File: src/rtl/semaforo_fsm.sv
// Moore traffic-light controller for a two-street intersection.
// Green holds while the street's sensor is active, then yellow for YELLOW_CYCLES, then handover.
module semaforo_fsm #(
  parameter int unsigned YELLOW_CYCLES = 1,
  parameter int unsigned CNT_W         = 8
) (
  input  logic       clock,
  input  logic       reset,
  input  logic       TA,
  input  logic       TB,
  output logic [1:0] LA,
  output logic [1:0] LB
);

  typedef enum logic [1:0] {
    S0 = 2'd0,  // A green, B red
    S1 = 2'd1,  // A yellow, B red
    S2 = 2'd2,  // A red, B green
    S3 = 2'd3   // A red, B yellow
  } state_e;

  localparam logic [1:0] GREEN  = 2'b00;
  localparam logic [1:0] YELLOW = 2'b01;
  localparam logic [1:0] RED    = 2'b10;

  localparam logic [CNT_W-1:0] CNT_LAST = CNT_W'(YELLOW_CYCLES - 1);

  state_e           state_q, state_d;
  logic [CNT_W-1:0] cnt_q, cnt_d;
  logic [1:0]       la_q, la_d;
  logic [1:0]       lb_q, lb_d;

  always_comb begin
    state_d = state_q;
    cnt_d   = cnt_q;
    case (state_q)
      S0: begin
        if (!TA) begin
          state_d = S1;
          cnt_d   = '0;
        end
      end
      S1: begin
        if (cnt_q == CNT_LAST) begin
          state_d = S2;
          cnt_d   = '0;
        end else if (cnt_q != '1) begin
          cnt_d = cnt_q + 1'b1;
        end
      end
      S2: begin
        if (!TB) begin
          state_d = S3;
          cnt_d   = '0;
        end
      end
      S3: begin
        if (cnt_q == CNT_LAST) begin
          state_d = S0;
          cnt_d   = '0;
        end else if (cnt_q != '1) begin
          cnt_d = cnt_q + 1'b1;
        end
      end
      default: begin
        state_d = S0;
        cnt_d   = '0;
      end
    endcase
  end

  // Lamp registers are loaded with the decode of the next state, so they always
  // match the state register without a combinational path from TA/TB.
  always_comb begin
    la_d = GREEN;
    lb_d = RED;
    case (state_d)
      S0:      begin la_d = GREEN;  lb_d = RED;    end
      S1:      begin la_d = YELLOW; lb_d = RED;    end
      S2:      begin la_d = RED;    lb_d = GREEN;  end
      S3:      begin la_d = RED;    lb_d = YELLOW; end
      default: begin la_d = GREEN;  lb_d = RED;    end
    endcase
  end

  always_ff @(posedge clock) begin
    if (reset) begin
      state_q <= S0;
      cnt_q   <= '0;
      la_q    <= GREEN;
      lb_q    <= RED;
    end else begin
      state_q <= state_d;
      cnt_q   <= cnt_d;
      la_q    <= la_d;
      lb_q    <= lb_d;
    end
  end

  assign LA = la_q;
  assign LB = lb_q;

endmodule

File: config.mk
export PLATFORM = sky130hd
export DESIGN_NAME = semaforo_fsm
export DESIGN_NICKNAME = d
export VERILOG_FILES = /design/src/rtl/semaforo_fsm.sv
export SDC_FILE = /design/constraint.sdc
export NUM_CORES = 1
export LEC_CHECK = 0
export BUFFER_PORTS_ARGS = -buffer_cell sky130_fd_sc_hd__buf_2
export CAP_MARGIN = 5
export CORE_AREA = 2 2 39 41
export DETAILED_ROUTE_END_ITERATION = 10
export DIE_AREA = 0 0 41 43
export PLACE_DENSITY = 0.67
export SLEW_MARGIN = 20
export SYNTH_ARGS = -nofsm -noshare
export SYNTH_HDL_FRONTEND = slang
export SYNTH_SLANG_ARGS = --single-unit
export TNS_END_PERCENT = 20
File: constraint.sdc
create_clock -name clock -period 2.56 [get_ports clock]
set_input_delay 0.768 -clock clock [delete_from_list [all_inputs] [get_ports clock]]
set_output_delay 0.768 -clock clock [all_outputs]
set_load 0.05 [all_outputs]
Word level (Yosys, flattened, before mapping)
Cells that the tools add are included.
{"block": "word_totals", "register_bits": 14, "word_cells": 34}
{"block": "op_classes", "addsub": 1, "eq_ne": 10, "mux": 12, "n_reduce_logical": 7}
{"cell": "two-way mux 8 bit", "count": 4}
{"cell": "one-hot mux 8 bit (3 select lines)", "count": 1}
{"cell": "one-hot mux 2 bit (3 select lines)", "count": 2}
{"cell": "adder 8 x 1 -> 8 bit (second input constant)", "count": 1}
{"cell": "equality test 2 bit (second input constant)", "count": 4}
{"cell": "logical NOT 8 bit", "count": 1}
{"cell": "two-way mux 2 bit", "count": 4}
{"cell": "!= test 8 bit (second input constant)", "count": 1}
{"cell": "one-hot mux 2 bit (4 select lines)", "count": 1}
{"cell": "OR reduction 2 bit", "count": 3}
{"cell": "equality test 2 x 1 -> 1 bit (second input constant)", "count": 2}
{"cell": "logical NOT 2 bit", "count": 2}
{"cell": "!= test 2 bit (second input constant)", "count": 2}
{"cell": "!= test 3 x 1 -> 1 bit (second input constant)", "count": 1}
{"cell": "AND reduction 3 bit", "count": 1}

Longest topological paths before layout
Gate-level depths: netlist of the first run.
{"block": "logic_depth", "word_depth": 6, "mapped_depth": 5, "mapped_depth_nobuf": 5}

Least setup slack after synthesis of the first run
Ideal clock, no wire load.
{"block": "synth_path", "path_kind": "input port to flip-flop", "start": "input port TB", "end": "register cnt_q[3]", "setup_ps": 70, "arrival_time_ps": 1725, "t_required_ps": 2490, "setup_slack_ps": 765, "path_stages": 4, "cell_sequence": "mux2i_2 -> nor2_1 -> or4_1 -> a21oi_1"}
{"block": "synth_between", "elab_chain_cells": 2}
{"item": "start: declaration", "line": "10", "text": "input logic TB,"}
{"item": "!= test 2 bit (no source line)"}
{"item": "AND reduction 3 bit (no source line)"}
{"item": "end signal: assignment", "line": "94", "text": "cnt_q <= cnt_d;"}
{"item": "end: declaration", "line": "29", "text": "logic [CNT_W-1:0] cnt_q, cnt_d;"}
Every way passes these cells.
A chain may end at the register's enable or synchronous reset.

Worst setup path after layout of the first run
{"block": "layout_path", "start": "register cnt_q[1]", "end": "register cnt_q[1]"}
{"block": "layout_between", "elab_chain_cells": 4, "elab_cells_between_ends": 8, "classes_between": "add/sub: 1; eq/ne: 2; mux: 3; reduce/logical: 2"}
{"item": "adder 8 x 1 -> 8 bit", "line": "48, 62"}
{"item": "two-way mux 8 bit", "line": "47, 61"}
{"item": "two-way mux 8 bit", "line": "58", "text": "if (cnt_q == CNT_LAST) begin"}
{"item": "one-hot mux 8 bit (3 select lines)", "line": "36", "text": "case (state_q)"}
Parallel ways exist; a longest one is shown, timed or not. The select of a mux whose other input is x is not followed.

==> metrics.md, run 1 <==
| Metric | Value |
|---|---|
| Die Y | `43 um` |
| Critical path cell sequence | `ha_1 -> nand2_1 -> nor4_1 -> o21ai_0 -> a21oi_1` |
| Clk_skew | `around 0.00074 ns` |
| Number of global-route vias before repair | `approximately 500` |
| Final WS setup | `~0.86 ns` |
| CORE AREA | `between 0.001 and 0.0015 mm2` |
| Post-synth EDFFs | `0` |
| Worst hold start | `cnt_q[7]$_SDFFE_PP0P_` |
| Placed cell count | `just over 90` |
| Initial Util | `0.453` |
| RSZ-0062 raised after global routing | `no` |
| Detail Route Antenna Nets | `0` |
| F_max | `just under 600 MHz` |
| Drt pass-1 iters | `5` |
| Crit path arrival time | `roughly 1.9 ns` |
| Worst path required time | `2.78 ns` |
| Top_reg_cell synth | `dfxtp_1` |
| Inserted Clock Buffers | `3` |
| Netlist cell types | `26` |
| Global route overflow | `0` |
| Row count | `14` |
| Ant. Diodes | `0` |
| Layout cells sized above 1 | `0.185` |
| Gp weighted congestion | `0.876` |
| Full die area | `0.00176 mm2` |
| Pins Over Slew Limit | `0` |
| Crit-path leading delay family | `simple AND/OR/NAND/NOR gates` |
| Worst VDD drop | `0.391 mV` |
| Mean number of vias per cell | `~5.8` |
| Gr usage total | `0.190` |
| Flops & latches, synth | `14` |
| Post-synthesis compound-gate area fraction | `0.176` |
| Dpl hpwl | `896 um` |
| Setup violations, final | `0` |
| Top-area cell type share of the netlist area | `0.447` |
| Rel. slew slack | `0.500` |
| Worst-Margin Slew | `about 0.74 ns` |
| Synth Net Count | `76` |
| Final hold vios | `0` |
| R2R Setup Slk | `roughly 0.86 ns` |
| Fin Hold WS | `0.524 ns` |
| Status | `complete, no violations` |
| Setup repair bufs after CTS | `0` |
| Clock transition at path regs | `~0.08 ns` |
| CTS resizes | `0` |
| Mux cell area share after synthesis | `0.0220` |
| P per Cell Area | `758 mW/mm2` |
| Main area contributors after synthesis | `dfxtp_1 (45%), or4_1 (6.0%), a21oi_1 (4.8%)` |
| WL/cell | `~13 um` |
| DRT iter0 DRCs | `35` |
| Critical path's slowest cell | `nor4_1` |
| Reg-to-reg startpoint | `cnt_q[1]$_SDFFE_PP0P_` |
| Worst reg2reg path depth | `5` |
| Critical path type | `reg -> reg` |
| Xor and xnor fraction of the mapped netlist area | `0.0279` |
| Hold Path Sink | `cnt_q[7]$_SDFFE_PP0P_` |
| Largest net degree at the start of global routing | `9` |
| Worst hold path class | `reg -> reg` |
| Fillers | `approximately 120` |
| Nets@finish | `between 80 and 90` |
| Layout area overhead | `14.6%` |
| Number of antenna violations at the first check in global routing | `0` |
| CP endpoint kind | `flip-flop` |
| Max Cap Viol | `0` |
| CP peak stage delay | `approximately 0.65 ns` |
| Post-Route WL | `approximately 1300 um` |
| Synth cell count leaders | `dfxtp_1 (14), nor2_1 (7), a21oi_1 (6)` |
| CTS tree | `done` |
| IO Pins | `8` |
| Syn Area/Cell | `8.96 um2` |
| Worst-Skew Late Latency | `between 0.2 and 0.3 ns` |
| Die width | `between 40 and 50 um` |
| Yosys warns | `0` |
| CTS H-tree depth | `1` |
| Pre-CTS WS | `just under 0.6 ns` |
| Post-Syn Area | `627 um2` |
| CP startpoint kind | `flip-flop` |
| Clock buffer depth | `2` |
| FF-to-FF End | `cnt_q[1]$_SDFFE_PP0P_` |
| Clk Tree Root Cell | `clkbuf_4` |
| Hold_buf cts | `0` |
| CP max FO | `6` |
| P_leak | `~0.25 nW` |
| Setup TNS | `0 ns` |
| Final std cells w/o fill | `97` |
| DR vias | `approximately 560` |
| Input/output buffers | `7` |
| Post-synth ARST share | `0` |
| Adder-cell share of the synthesized area | `0.0399` |
| Final period utilization | `0.663` |
| Post-Syn Instances | `70` |
| Count leader, synth | `dfxtp_1` |
| Synth area leader | `dfxtp_1` |
| Final Critical Period | `~1.7 ns` |
| Residual DRC | `0` |
| First-pass GRT wire length | `between 2000 and 2500 um` |
| Hold depth | `2` |
| Main combinational cell family by area after synthesis | `simple AND/OR/NAND/NOR gates` |
| Worst path bufs/invs | `0` |
| Sequential fraction of the synthesis area | `0.447` |
| Clk sinks | `14` |
| Simple-gate share of the synthesized area | `0.263` |
[worst max path at each step]
| stage | startpoint | end | slack [ns] | cells after the start |
|---|---|---|---|---|
| finish | cnt_q[1]$_SDFFE_PP0P_ | cnt_q[1]$_SDFFE_PP0P_ | 0.86 | 5 |
| global route | cnt_q[3]$_SDFFE_PP0P_ | cnt_q[1]$_SDFFE_PP0P_ | 0.63 | 4 |
| CTS | TB | cnt_q[3]$_SDFFE_PP0P_ | 0.88 | 5 |
| detailed placement | TB | cnt_q[3]$_SDFFE_PP0P_ | 0.58 | 5 |
| global placement | TA | cnt_q[5]$_SDFFE_PP0P_ | 0.59 | 5 |
| floorplan | TB | cnt_q[3]$_SDFFE_PP0P_ | 0.77 | 4 |
[logic make-up after synthesis]
| family | Yosys count |
|---|---|
| AND/OR/NAND/NOR | 30 |
| AO/OA/AOI/OAI | 17 |
| flip-flops | 14 |
| buffers and inverters | 4 |
| XOR/XNOR | 2 |
| adder cells (fa/ha/maj) | 2 |
| multiplexers | 1 |
[registers in the layout (all words and copies together), names as in the netlist]
| name | cells |
|---|---|
| LA | 2 |
| state_q | 2 |
| cnt_q | 8 |
| LB | 2 |
[per-layer routing]
layer  GRT usage  vias up  wire, um
met5           0        -         0
met3      0.0628       11        67
met1       0.228      242       562
li1            -      286         -
met2       0.247       25       551
met4       0.187        0        79
[cell type report]
| type | instances | area, um2 | share of cell area |
|---|---|---|---|
| Multi-Input combinational cell | 52 | 332 | 0.462 |
| Sequential cell | 14 | 280 | 0.390 |
| Clock buffer | 4 | 36.3 | 0.0505 |
| Timing Repair Buffer | 7 | 35.0 | 0.0488 |
| Tap cell | 16 | 20.0 | 0.0279 |
| Inverter | 4 | 15.0 | 0.0209 |
[layout by cell type (no fill, tap or decap), drive strengths merged]
cell and n:
nor3 3, nor4 2, a21o 1, nand2 4, ha 2, o21ai 3
or4 5, buf 7, or2 2, xnor2 1, and2 1, o32ai 1
mux2i 1, nand4 2, a41o 1, dfxtp 14, nor2 7, nand3 2
nor2b 1, a21oi 6, clkbuf 4, inv 4, o311ai 1, or3 1
xor2 1, o31ai 4
[per-stage QoR]
step | cell area, um2 | total power, mW | util
2_1_floorplan | 627 | 0.360 | -
3_3_place_gp | 682 | 0.388 | 0.493
3_5_place_dp | 682 | 0.390 | 0.493
4_1_cts | 718 | 0.552 | 0.519
5_1_grt | 718 | 0.580 | 0.519
6_report | 718 | 0.544 | 0.519
[worst reg2reg max path: stages (launching register included)]
cell	delay, ns
dfxtp_1	0.37
ha_1	0.18
nand2_1	0.11
nor4_1	0.65
o21ai_0	0.17
a21oi_1	0.16
[power breakdown]
part / internal [mW] / switching (mW) / leakage, nW
combinational: 0.0381 / 0.0885 / 0.110
sequential: 0.241 / 0.0166 / 0.114
clock: 0.0868 / 0.0734 / 0.0210
total: 0.366 / 0.178 / 0.246
Power figures use the tool's default switching activity.
==> run 2: changes to the inputs <==
- clock period: 2.56 -> 1.7 ns (I/O delays scaled with it)
==> metrics.md, run 2 (synthesis results as in run 1) <==
| Metric | Value |
|---|---|
| Status | `complete, no violations` |
| CP max FO | `6` |
| Hold Path Sink | `state_q[1]$_SDFF_PP0_` |
| Pre-CTS WS | `-0.0122 ns` |
| Number of antenna violations at the first check in global routing | `0` |
| Nets@finish | `94` |
| Dpl hpwl | `roughly 1000 um` |
| Gr usage total | `0.191` |
| Rel. slew slack | `0.727` |
| P per Cell Area | `1100 mW/mm2` |
| Final period utilization | `0.946` |
| Die Y | `roughly 43 um` |
| Top reg by flops | `cnt_q` |
| Met1 wire length | `590 um` |
| CP peak stage delay | `~0.46 ns` |
| Full die area | `approximately 0.0018 mm2` |
| DRT iter0 DRCs | `44` |
| Hold depth | `2` |
| Row count | `14` |
| Max reg flops | `8` |
| Global route overflow | `0` |
| Residual DRC | `0` |
| Initial Util | `0.453` |
| Gp weighted congestion | `approximately 0.89` |
| Post-Route WL | `roughly 1300 um` |
| P_leak | `~0.28 nW` |
| RSZ-0062 raised after global routing | `no` |
| Fillers | `roughly 130` |
| Die width | `41 um` |
| FF-to-FF End | `cnt_q[7]$_SDFFE_PP0P_` |
| Critical path cell sequence | `ha_1 -> nand2_1 -> nor4_1 -> buf_4 -> or4_1 -> a21oi_1` |
| Mean number of vias per cell | `approximately 5.7` |
| Worst hold path class | `in -> reg` |
| Worst-Skew Late Latency | `roughly 0.28 ns` |
| Worst path required time | `approximately 1.9 ns` |
| Final Critical Period | `about 1.6 ns` |
| Most frequent cells in the layout | `dfxtp_1 (13), nor2_1 (7), buf_2 (7)` |
| Setup violations, final | `0` |
| Worst-Margin Slew | `around 0.41 ns` |
| CORE AREA | `roughly 0.0014 mm2` |
| Pins Over Slew Limit | `0` |
| Ant. Diodes | `0` |
| Worst reg2reg path depth | `6` |
| Clk_skew | `0.00218 ns` |
| Met2 wire length | `~630 um` |
| Max Cap Viol | `0` |
| DR vias | `approximately 590` |
| Layout area overhead | `23.4%` |
| Setup repair bufs after CTS | `0` |
| Crit path arrival time | `1.82 ns` |
| Layout cells sized above 1 | `0.253` |
| Clk sinks | `14` |
| Worst VDD drop | `~0.59 mV` |
| Final std cells w/o fill | `slightly above 100` |
| CP startpoint kind | `flip-flop` |
| IO Pins | `8` |
| Clock transition at path regs | `0.08 ns` |
| First-pass GRT wire length | `between 2000 and 2500 um` |
| Commonest non-fill, non-tap cell in the layout | `dfxtp_1` |
| Clock buffer depth | `2` |
| CP endpoint kind | `flip-flop` |
| Worst hold start | `reset` |
| Largest net degree at the start of global routing | `9` |
| Number of global-route vias before repair | `roughly 550` |
| Inserted Clock Buffers | `3` |
| Final hold vios | `0` |
| Setup TNS | `0 ns` |
| Input/output buffers | `7` |
| Critical path's slowest cell | `or4_1` |
| Met3 wire len | `between 70 and 80 um` |
| WL/cell | `12.9 um` |
| CTS H-tree depth | `1` |
| Clk Tree Root Cell | `clkbuf_4` |
| Critical path type | `reg -> reg` |
| Fin Hold WS | `0.432 ns` |
| DR top layer | `met4` |
| F_max | `622 MHz` |
| CTS tree | `done` |
| Final WS setup | `just over 0.09 ns` |
| Drt pass-1 iters | `4` |
| R2R Setup Slk | `~0.091 ns` |
| Detail Route Antenna Nets | `0` |
| Reg-to-reg startpoint | `cnt_q[0]$_SDFFE_PP0P_` |
| Placed cell count | `99` |
run 2: cell types whose count changed in the layout (fill, tap and decap cells not counted), sizes merged:
| cell | delta |
|---|---|
| buf | +6 |
run 2: worst max path at each step:
stage / start / endpoint / slack, ns / cells past startpoint
after global placement: TA / cnt_q[6]$_SDFFE_PP0P_ / 0.02 / 5
after floorplan: TB / cnt_q[3]$_SDFFE_PP0P_ / 0.16 / 4
after CTS: state_q[1]$_SDFF_PP0_ / cnt_q[3]$_SDFFE_PP0P_ / 0.09 / 4
final: cnt_q[0]$_SDFFE_PP0P_ / cnt_q[7]$_SDFFE_PP0P_ / 0.09 / 6
after detailed placement: TA / cnt_q[3]$_SDFFE_PP0P_ / -0.01 / 5
after global routing: cnt_q[2]$_SDFFE_PP0P_ / cnt_q[5]$_SDFFE_PP0P_ / 0.009 / 4
run 2: layer usage:
metal	vias to the layer above	track usage
met5	-	0
met4	0	0.120
met3	4	0.0366
met2	25	0.259
met1	266	0.267
li1	294	-
run 2: stage by stage:
stage,area (um2),total power [mW],util
final,773,0.848,0.559
after global routing,773,0.892,0.559
after CTS,763,0.847,0.552
after detailed placement,727,0.610,0.525
after global placement,727,0.606,0.525
after floorplan,627,0.542,-
run 2: cell type report:
class	instances	area, um2	share of cell area
Multi-Input combinational cell	52	340	0.440
Sequential cell	14	282	0.364
Timing Repair Buffer	13	80.1	0.104
Clock buffer	4	36.3	0.0469
Tap cell	16	20.0	0.0259
Inverter	4	15.0	0.0194
run 2: critical path: cells and delay by family, from the launching register on:
kind | cells | cell delay, ns
buffers and inverters | 1 | 0.15
flip-flops | 1 | 0.34
adder cells (fa/ha/maj) | 1 | 0.23
AO/OA/AOI/OAI | 1 | 0.15
AND/OR/NAND/NOR | 3 | 0.68
run 2: report_power, final:
group          internal, mW  total, mW  switching [mW]
combinational        0.0801      0.221           0.141
clock                 0.130      0.235           0.104
sequential            0.364      0.393          0.0289
total                 0.575      0.848           0.274
run 2: repair_timing:
action | 4_1_cts | 5_1_grt
resized for setup | 0 | 2
hold buffers | 0 | 0
endpoints found under the setup margin | 0 | 4
==> run 3: changes to the inputs <==
- BUFFER_PORTS_ARGS: -buffer_cell sky130_fd_sc_hd__buf_2 -> default
- DONT_BUFFER_PORTS: default -> 1
- PLACE_DENSITY: 0.67 -> default
==> metrics.md, run 3 (synthesis results as in run 1) <==
| Metric | Value |
|---|---|
| Status | `complete, no violations` |
| Final Critical Period | `1.57 ns` |
| Max Cap Viol | `0` |
| F_max | `approximately 640 MHz` |
| Gate power share | `0.171` |
| Dpl hpwl | `892 um` |
| CTS H-tree depth | `1` |
| CP endpoint kind | `flip-flop` |
| WL/cell | `approximately 13 um` |
| Mean number of vias per cell | `between 5 and 6` |
| Fillers | `~130` |
| Die Y | `43 um` |
| Worst hold path class | `in -> reg` |
| Die width | `~41 um` |
| Drt pass-1 iters | `4` |
| Net switching power | `0.259 mW` |
| Row count | `14` |
| Sw Share | `0.338` |
| Rel. slew slack | `0.674` |
| Number of antenna violations at the first check in global routing | `0` |
| Clock buffer depth | `2` |
| CTS resizes | `0` |
| CTS tree | `done` |
| Clk_skew | `0.00290 ns` |
| Clk sinks | `14` |
| CP startpoint kind | `flip-flop` |
| Int Pwr | `between 0.5 and 0.6 mW` |
| Worst path required time | `about 1.9 ns` |
| Fin Hold WS | `around 0.29 ns` |
| Clock share of power | `0.237` |
| Total power | `0.765 mW` |
| Top reg by flops | `cnt_q` |
| Final std cells w/o fill | `between 90 and 100` |
| Worst reg2reg path depth | `4` |
| Nets@finish | `86` |
| Initial Util | `0.453` |
| Critical path type | `reg -> reg` |
| Crit path arrival time | `about 1.8 ns` |
| Layout cells sized above 1 | `0.154` |
| Clock transition at path regs | `~0.08 ns` |
| Number of global-route vias before repair | `roughly 470` |
| CORE AREA | `between 0.001 and 0.0015 mm2` |
| Setup violations, final | `0` |
| Ant. Diodes | `0` |
| Hold_buf cts | `0` |
| Gr usage total | `0.180` |
| Final period utilization | `0.925` |
| CP max FO | `6` |
| Hold depth | `1` |
| Placed cell count | `91` |
| Most frequent cells in the layout | `dfxtp_1 (14), nor2_1 (7), a21oi_1 (6)` |
| First-pass GRT wire length | `about 2000 um` |
| Inserted Clock Buffers | `3` |
| P_leak | `about 0.23 nW` |
| P per Cell Area | `approximately 1100 mW/mm2` |
| Clk Tree Root Cell | `clkbuf_4` |
| Worst VDD drop | `about 0.54 mV` |
| Setup TNS | `0 ns` |
| Residual DRC | `0` |
| Setup repair bufs after CTS | `0` |
| Final hold vios | `0` |
| Largest net degree at the start of global routing | `8` |
| Pins Over Slew Limit | `0` |
| Reg power frac | `0.591` |
| DRT iter0 DRCs | `16` |
| Detail Route Antenna Nets | `0` |
| Input/output buffers | `0` |
| RSZ-0062 raised after global routing | `no` |
| Global route overflow | `0` |
| Post-Route WL | `about 1200 um` |
| IO Pins | `8` |
| Layout area overhead | `12.8%` |
| Max reg flops | `8` |
| Gp weighted congestion | `about 0.8` |
| Full die area | `approximately 0.0018 mm2` |
| Commonest non-fill, non-tap cell in the layout | `dfxtp_1` |
| DR vias | `roughly 530` |
| Worst-Margin Slew | `roughly 0.5 ns` |
| Worst-Skew Late Latency | `~0.28 ns` |
run 3: changes by cell type in the layout (fill, tap and decap cells not counted):
cell / delta
buf_4: -1
mux2i_4: -1
dfxtp_2: -1
clkbuf_8: -1
buf_2: -7
dfxtp_1: +1
mux2i_2: +1
run 3: path summary, 6_finish.rpt:
| check | startpoint | endpoint | slack [ns] |
|---|---|---|---|
| max | state_q[1]$_SDFF_PP0_ | cnt_q[7]$_SDFFE_PP0P_ | 0.13 |
| min | reset | cnt_q[1]$_SDFFE_PP0P_ | 0.29 |
| max reg2reg | state_q[1]$_SDFF_PP0_ | cnt_q[7]$_SDFFE_PP0P_ | 0.13 |
| min reg2reg | cnt_q[7]$_SDFFE_PP0P_ | cnt_q[7]$_SDFFE_PP0P_ | 0.51 |
run 3: final cells by class:
type | instances | area [um2] | area share
multi-input combinational | 52 | 332 | 0.469
timing repair buffer | 5 | 37.5 | 0.0531
clock buffer | 3 | 22.5 | 0.0319
inverter | 4 | 15.0 | 0.0212
tap | 16 | 20.0 | 0.0283
sequential | 14 | 280 | 0.396
run 3: through the flow:
step                      worst slack (ns)  utilization  instance area [um2]
after global routing                0.0107        0.511                  707
after CTS                            0.126        0.511                  707
after global placement               0.100        0.495                  684
after floorplan                      0.163            -                  627
after detailed placement            0.0724        0.495                  684
final                                0.127        0.511                  707
run 3: per-layer routing:
metal  part of all wire  up-vias  track usage
met5                  0        -            0
met4              0.027        0        0.140
met3              0.055        4       0.0628
met2               0.41       16        0.216
met1               0.51      233        0.248
li1                   -      280            -
run 3: worst max-delay path, stage by stage (launching register included):
cell and delay, ns:
dfxtp_1 0.37, mux2i_2 0.32, nor2_1 0.15, or4_1 0.52, a21oi_1 0.15
run 3: power groups by stage:
stage                     Sequential (mW)  Combinational, mW  Clock [mW]
after floorplan                     0.456             0.0863           0
after global placement              0.460              0.130           0
after detailed placement            0.460              0.130           0
after CTS                           0.453              0.132       0.191
after global routing                0.458              0.149       0.210
final                               0.453              0.131       0.182
